`src/rtl/fir_mac_ctrl.sv`:
```
// fir_mac_ctrl
// ------------
// Sequencer for the 10-tap FIR datapath. Each new-sample strobe runs this sequence:
//   1. shift the delay chain;
//   2. read the TAPS coefficients from the single-port coefficient SRAM, in address order;
//   3. drive the MAC multiply and add/accumulate enables;
//   4. flag the filter result as valid.
// While no run is in progress, a host may take over the SRAM through a coefficient-update
// passthrough.
//
// Optional feature: define FIR_OVERRUN_CNT_EN to add oOverrunCnt, a saturating 8-bit count
// of dropped samples.
//
// Ports
//   iClk12M, iRst          clock, asynchronous active-high reset
//   iEnSample              one-cycle new-sample strobe
//   iCoeffUpdateFlag       level, host requests SRAM ownership
//   iCsnRam/iWrnRam/iAddrRam/iWrDtRam   host SRAM port (active-low controls)
//   oCsnRam/oWrnRam/oAddrRam/oWrDtRam   SpSram port (active-low controls)
//   oEnDelay, oEnMul, oEnAddAcc         delay-chain / MAC enables
//   oValid                 one-cycle filter-result-valid pulse
//   oBusy                  high while a filter run is in progress
//   oOverrun               one-cycle pulse, a sample strobe was dropped
//   oOverrunCnt            (FIR_OVERRUN_CNT_EN only) saturating dropped-sample count
//   oDbgState              current FSM state, for observation only
//
// Strobe semantics: iEnSample carries no handshake. A strobe is accepted only in IDLE or
// DONE. The controller drops a strobe that arrives in SHIFT, RUN or DRAIN, and reports the
// drop with oOverrun on the next cycle. It ignores a strobe that arrives in UPDATE without
// reporting it.

module fir_mac_ctrl #(
    parameter int TAPS    = 10,
    parameter int ADDR_W  = 4,
    parameter int COEFF_W = 16
) (
    input  logic               iClk12M,
    input  logic               iRst,
    input  logic               iEnSample,
    input  logic               iCoeffUpdateFlag,
    input  logic               iCsnRam,
    input  logic               iWrnRam,
    input  logic [ADDR_W-1:0]  iAddrRam,
    input  logic [COEFF_W-1:0] iWrDtRam,
    output logic               oCsnRam,
    output logic               oWrnRam,
    output logic [ADDR_W-1:0]  oAddrRam,
    output logic [COEFF_W-1:0] oWrDtRam,
    output logic               oEnDelay,
    output logic               oEnMul,
    output logic               oEnAddAcc,
    output logic               oValid,
    output logic               oBusy,
    output logic               oOverrun,
`ifdef FIR_OVERRUN_CNT_EN
    output logic [7:0]         oOverrunCnt,
`endif
    output logic [2:0]         oDbgState
);

    typedef enum logic [2:0] {
        S_IDLE   = 3'd0,
        S_SHIFT  = 3'd1,
        S_RUN    = 3'd2,
        S_DRAIN  = 3'd3,
        S_DONE   = 3'd4,
        S_UPDATE = 3'd5
    } state_t;

    localparam logic [ADDR_W-1:0] LAST_TAP = ADDR_W'(TAPS - 1);

    state_t            state_q, state_d;
    logic [ADDR_W-1:0] tap_cnt_q, tap_cnt_d;
    logic              drain_cnt_q, drain_cnt_d;
    logic              en_mul_q, en_mul_d;
    logic              en_add_acc_q, en_add_acc_d;
    logic              overrun_q, overrun_d;

    always_ff @(posedge iClk12M or posedge iRst) begin
        if (iRst) begin
            state_q      <= S_IDLE;
            tap_cnt_q    <= '0;
            drain_cnt_q  <= 1'b0;
            en_mul_q     <= 1'b0;
            en_add_acc_q <= 1'b0;
            overrun_q    <= 1'b0;
        end else begin
            state_q      <= state_d;
            tap_cnt_q    <= tap_cnt_d;
            drain_cnt_q  <= drain_cnt_d;
            en_mul_q     <= en_mul_d;
            en_add_acc_q <= en_add_acc_d;
            overrun_q    <= overrun_d;
        end
    end

    always_comb begin
        state_d      = state_q;
        tap_cnt_d    = tap_cnt_q;
        drain_cnt_d  = drain_cnt_q;
        overrun_d    = 1'b0;
        oCsnRam      = 1'b1;
        oWrnRam      = 1'b1;
        oAddrRam     = '0;
        oWrDtRam     = '0;
        oEnDelay     = 1'b0;
        oValid       = 1'b0;
        oBusy        = 1'b1;

        case (state_q)
            S_IDLE: begin
                oBusy = 1'b0;
                // A pending sample takes priority over a host update request.
                if (iEnSample) begin
                    state_d = S_SHIFT;
                end else if (iCoeffUpdateFlag) begin
                    state_d = S_UPDATE;
                end
            end
            S_SHIFT: begin
                oEnDelay  = 1'b1;
                tap_cnt_d = '0;
                overrun_d = iEnSample;
                state_d   = S_RUN;
            end
            S_RUN: begin
                oCsnRam   = 1'b0;
                oAddrRam  = tap_cnt_q;
                overrun_d = iEnSample;
                // The counter holds at the last tap; only SHIFT restarts it.
                if (tap_cnt_q == LAST_TAP) begin
                    drain_cnt_d = 1'b0;
                    state_d     = S_DRAIN;
                end else begin
                    tap_cnt_d = tap_cnt_q + 1'b1;
                end
            end
            S_DRAIN: begin
                // Two cycles let the last product reach the accumulator.
                overrun_d = iEnSample;
                if (drain_cnt_q) begin
                    state_d = S_DONE;
                end else begin
                    drain_cnt_d = 1'b1;
                end
            end
            S_DONE: begin
                oValid = 1'b1;
                if (iEnSample) begin
                    state_d = S_SHIFT;
                end else if (iCoeffUpdateFlag) begin
                    state_d = S_UPDATE;
                end else begin
                    state_d = S_IDLE;
                end
            end
            S_UPDATE: begin
                oBusy    = 1'b0;
                oCsnRam  = iCsnRam;
                oWrnRam  = iWrnRam;
                oAddrRam = iAddrRam;
                oWrDtRam = iWrDtRam;
                if (!iCoeffUpdateFlag) begin
                    state_d = S_IDLE;
                end
            end
            default: begin
                state_d = S_IDLE;
            end
        endcase

        // The SRAM returns a coefficient one cycle after the read. Only filter reads feed
        // the MAC; host reads in UPDATE do not.
        en_mul_d     = (state_q == S_RUN);
        en_add_acc_d = en_mul_q;
    end

    assign oEnMul    = en_mul_q;
    assign oEnAddAcc = en_add_acc_q;
    assign oOverrun  = overrun_q;
    assign oDbgState = state_q;

`ifdef FIR_OVERRUN_CNT_EN
    logic [7:0] overrun_cnt_q, overrun_cnt_d;

    always_comb begin
        overrun_cnt_d = overrun_cnt_q;
        if (overrun_q && (overrun_cnt_q != 8'hFF)) begin
            overrun_cnt_d = overrun_cnt_q + 8'd1;
        end
    end

    always_ff @(posedge iClk12M or posedge iRst) begin
        if (iRst) begin
            overrun_cnt_q <= 8'd0;
        end else begin
            overrun_cnt_q <= overrun_cnt_d;
        end
    end

    assign oOverrunCnt = overrun_cnt_q;
`else
    // Without the counter, dropped samples are reported only by the oOverrun pulse.
`endif

endmodule

```
`config.mk`:
```
export PLATFORM = sky130hd
export DESIGN_NAME = fir_mac_ctrl
export DESIGN_NICKNAME = d
export VERILOG_FILES = /design/src/rtl/fir_mac_ctrl.sv
export SDC_FILE = /design/constraint.sdc
export NUM_CORES = 1
export LEC_CHECK = 0
export ABC_AREA = 1
export CAP_MARGIN = 20
export CORE_UTILIZATION = 35
export CTS_BUF_LIST = sky130_fd_sc_hd__clkbuf_2
export DETAILED_ROUTE_END_ITERATION = 8
export GPL_TIMING_DRIVEN = 0
export PLACE_DENSITY = 0.81
export SYNTH_ARGS = -nofsm -noshare
export SYNTH_HDL_FRONTEND = slang
export SYNTH_SLANG_ARGS = --single-unit
export TNS_END_PERCENT = 5
```
`constraint.sdc`:
```
create_clock -name iClk12M -period 1.85 [get_ports iClk12M]
set_input_delay 0.2775 -clock iClk12M [delete_from_list [all_inputs] [get_ports iClk12M]]
set_output_delay 0.2775 -clock iClk12M [all_outputs]
set_load 0.02 [all_outputs]
```
==> results.md, run 1 <==
- Number of I/O pins: 57
- Residual DRC: 0
- Effective utilization at floorplan: 38.97%
- Worst Tran Pin Value: 0.4246 ns
- Hold Fails Final Rpt: 0
- Vias per std cell: 4.659
- Rows: 16
- RSZ-0062 raised after global routing: yes
- Period minus WS final: 1.773 ns
- Drt pass-1 iters: 4
- End of the critical path: oAddrRam[1]
- Worst EP required: 1.57 ns
- Most frequent cells in the layout: 31 x clkdlybuf4s50_1, 27 x nor2_1, 24 x inv_1
- Placed Cells: 204
- Layout fillers: 190
- Port bufs: 56
- Max-cap violation count: 0
- Clock slew at reported path FFs: 0.11 ns
- Final Setup Violations: 0
- Syn Std Cell Area: 795.8 µm²
- Hold-fix buffers, CTS: 0
- Outcome: complete, no violations
- Pleak: 0.0007255 µW
- Die Ht: 49.68 µm
- Tot GR Track Use: 18.52%
- Critical path startpoint: oDbgState[2]$_DFFE_PP0P_
- Die span in x: 49.68 µm
- Critical R2R Capture: oDbgState[0]$_DFFE_PP0P_
- Routed len/inst: 10.79 µm
- Tcrit/Tclk final: 95.82%
- Internal reg-to-reg setup slack: 0.35 ns
- Via count: 969
- Setup_tns: 0 ns
- Clk_lat worst skew: 0.27 ns
- # nets final: 210
- Root Buffer: clkbuf_2
- Area growth from synthesis to layout: 67.14%
- H-tree Lvls: 1
- Mean post-synth cell area: 6.577 µm²
- Initial antenna violation count: 0
- RePlAce Congestion: 0.8552
- Rel. slew slack: 71.66%
- # clock sinks: 11
- Post-synthesis register bit count: 11
- Total CTS buffers: 3
- First-pass GRT wire length: 3.546 mm
- CP max FO: 9
- Pins Over Slew Limit: 0
- CTS tree: built
- Synth cell types: 23
- DP Wirelength: 1.738 mm
- Commonest non-fill, non-tap cell in the layout: clkdlybuf4s50_1
- Power Density: 1235 mW/mm²
- Post-synthesis cell count: 121
- Antenna Nets Post-Route: 0
- CP endpoint kind: primary output
- Seq/Total Area, Yosys: 34.59%
- Crit Path Class: reg -> out
- Total gr overflow: 0
- Ant. Diodes: 0
- Peak VDD IR: 1.118 mV
- Yosys warns: 0
- Iteration-0 DRC Markers: 14
- Worst Hold Class: in -> async
- Share of cells above drive strength 1: 22.10%
- Vias in the first global route: 839
- Core area: 0.002042 mm²
- Crit path launch type: register
- Post-CTS setup buffers: 0
- Synth Net Count: 149
- Final std cells w/o fill: 208
- CTS Buffer Depth: 2
- Die area: 0.002468 mm²
- Drt total wl: 2.244 mm
- Layout Skew: 0.001074 ns
- Largest net degree at the start of global routing: 12
- Reg2reg path depth: 9
- Worst Path Arrival: 1.50 ns
- Fmax: 0.5641 GHz
- Reg2reg start: tap_cnt_q[1]$_DFFE_PP0P_
==> metal layers <==
layer / vias up / track usage (%) / share of wire (%)
met3: 3 / 4.938 / 9.4
met4: 0 / 5.714 / 0.94
met2: 47 / 31.53 / 44
met1: 431 / 22.54 / 46
li1: 488 / - / -
met5: - / 0 / 0
==> flip-flops by register name (all words and copies together) (netlist names) <==
name         count
oOverrun         1
drain_cnt_q      1
oEnMul           1
oDbgState        3
tap_cnt_q        4
oEnAddAcc        1
==> layout make-up <==
type / count / area, µm² / share of cell area, %
Buffer: 2 / 18.77 / 1.411
Multi-Input combinational cell: 78 / 402.9 / 30.29
Timing Repair Buffer: 56 / 461.7 / 34.71
Inverter: 30 / 115.1 / 8.655
Tap cell: 27 / 33.78 / 2.540
Sequential cell: 11 / 277.8 / 20.88
Clock buffer: 4 / 20.02 / 1.505
==> synth_stat cells <==
cell,instances,area (µm²)
inv_2,4,15.01
o21ai_1,2,10.01
a21oi_1,3,15.01
nand3_1,6,30.03
dfrtp_1,11,275.3
nor3_2,1,10.01
buf_4,1,7.510
a21oi_2,1,8.760
o22ai_1,1,6.260
buf_2,1,5.000
nor2_2,1,6.260
nor2_4,2,22.52
nand4_1,2,12.51
o21ai_2,1,8.760
o21ai_0,5,25.02
nor2_1,27,101.4
or2_1,1,6.260
nand3_2,1,10.01
ha_1,2,25.02
nand3_4,1,17.52
nand2_1,20,75.07
inv_1,26,97.59
nor3_1,1,5.000
==> through the flow <==
step                      instance area (µm²)  hold slack [ns]  worst slack (ns)  utilization [%]  power [µW]
after floorplan                         795.8           0.1299            0.2434                -        1084
after global placement                   1390           0.3610           -0.2019            68.08        1542
after detailed placement                 1390           0.3670           -0.2086            68.08        1565
after CTS                                1416           0.3152          -0.03446            69.36        1669
after global routing                     1330           0.3388          -0.02364            65.13        1769
final                                    1330           0.2909           0.07735            65.13        1643
==> kinds of logic (layout without fill, tap and decap cells) <==
family / after synthesis / after routing / share of synthesized area (%)
DFF: 11 / 11 / 34.59
adders and majority gates: 2 / 2 / 3.144
and+or+nand+nor: 63 / 63 / 37.26
AOI/OAI and AO/OA: 13 / 13 / 9.277
buffers and inverters: 32 / 92 / 15.72
==> repair_timing <==
| action | CTS | global route |
|---|---|---|
| hold endpoints to repair | 0 | 0 |
| setup endpoints to repair | 25 | 18 |
| cloned | 0 | 0 |
| resized for setup | 51 | 28 |
==> worst min path at each step <==
| stage | startpoint | end | slack, ns | cells past startpoint |
|---|---|---|---|---|
| 6_report | iRst | oOverrun$_DFF_PP0_ | 0.29 | 2 |
| 5_1_grt | iRst | oOverrun$_DFF_PP0_ | 0.34 | 2 |
| 4_1_cts | iRst | oOverrun$_DFF_PP0_ | 0.32 | 2 |
| 3_5_place_dp | oEnMul$_DFF_PP0_ | oEnAddAcc$_DFF_PP0_ | 0.37 | 0 |
| 3_3_place_gp | oEnMul$_DFF_PP0_ | oEnAddAcc$_DFF_PP0_ | 0.36 | 0 |
| 2_1_floorplan | iRst | drain_cnt_q$_DFFE_PP0P_ | 0.13 | 1 |
==> report_power, final <==
part	switching, µW	total [µW]	leakage, µW	internal [µW]
combinational	659	1070	0.000573	415
clock	86.6	144	0.0000166	57.3
sequential	97.9	425	0.000136	327
==> worst max-delay path, stage by stage (launching register included) <==
cell,delay (ns)
dfrtp_2,0.49
inv_2,0.15
nand3_4,0.16
o21ai_0,0.22
clkbuf_2,0.20
Note: power is estimated with default switching activity, not from simulation.
==> run 2, diff against run 1 <==
- CTS_CLUSTER_SIZE: default -> 14
==> results of run 2 <==
The final DEF is identical to that of run 1; final timing and power are the same.
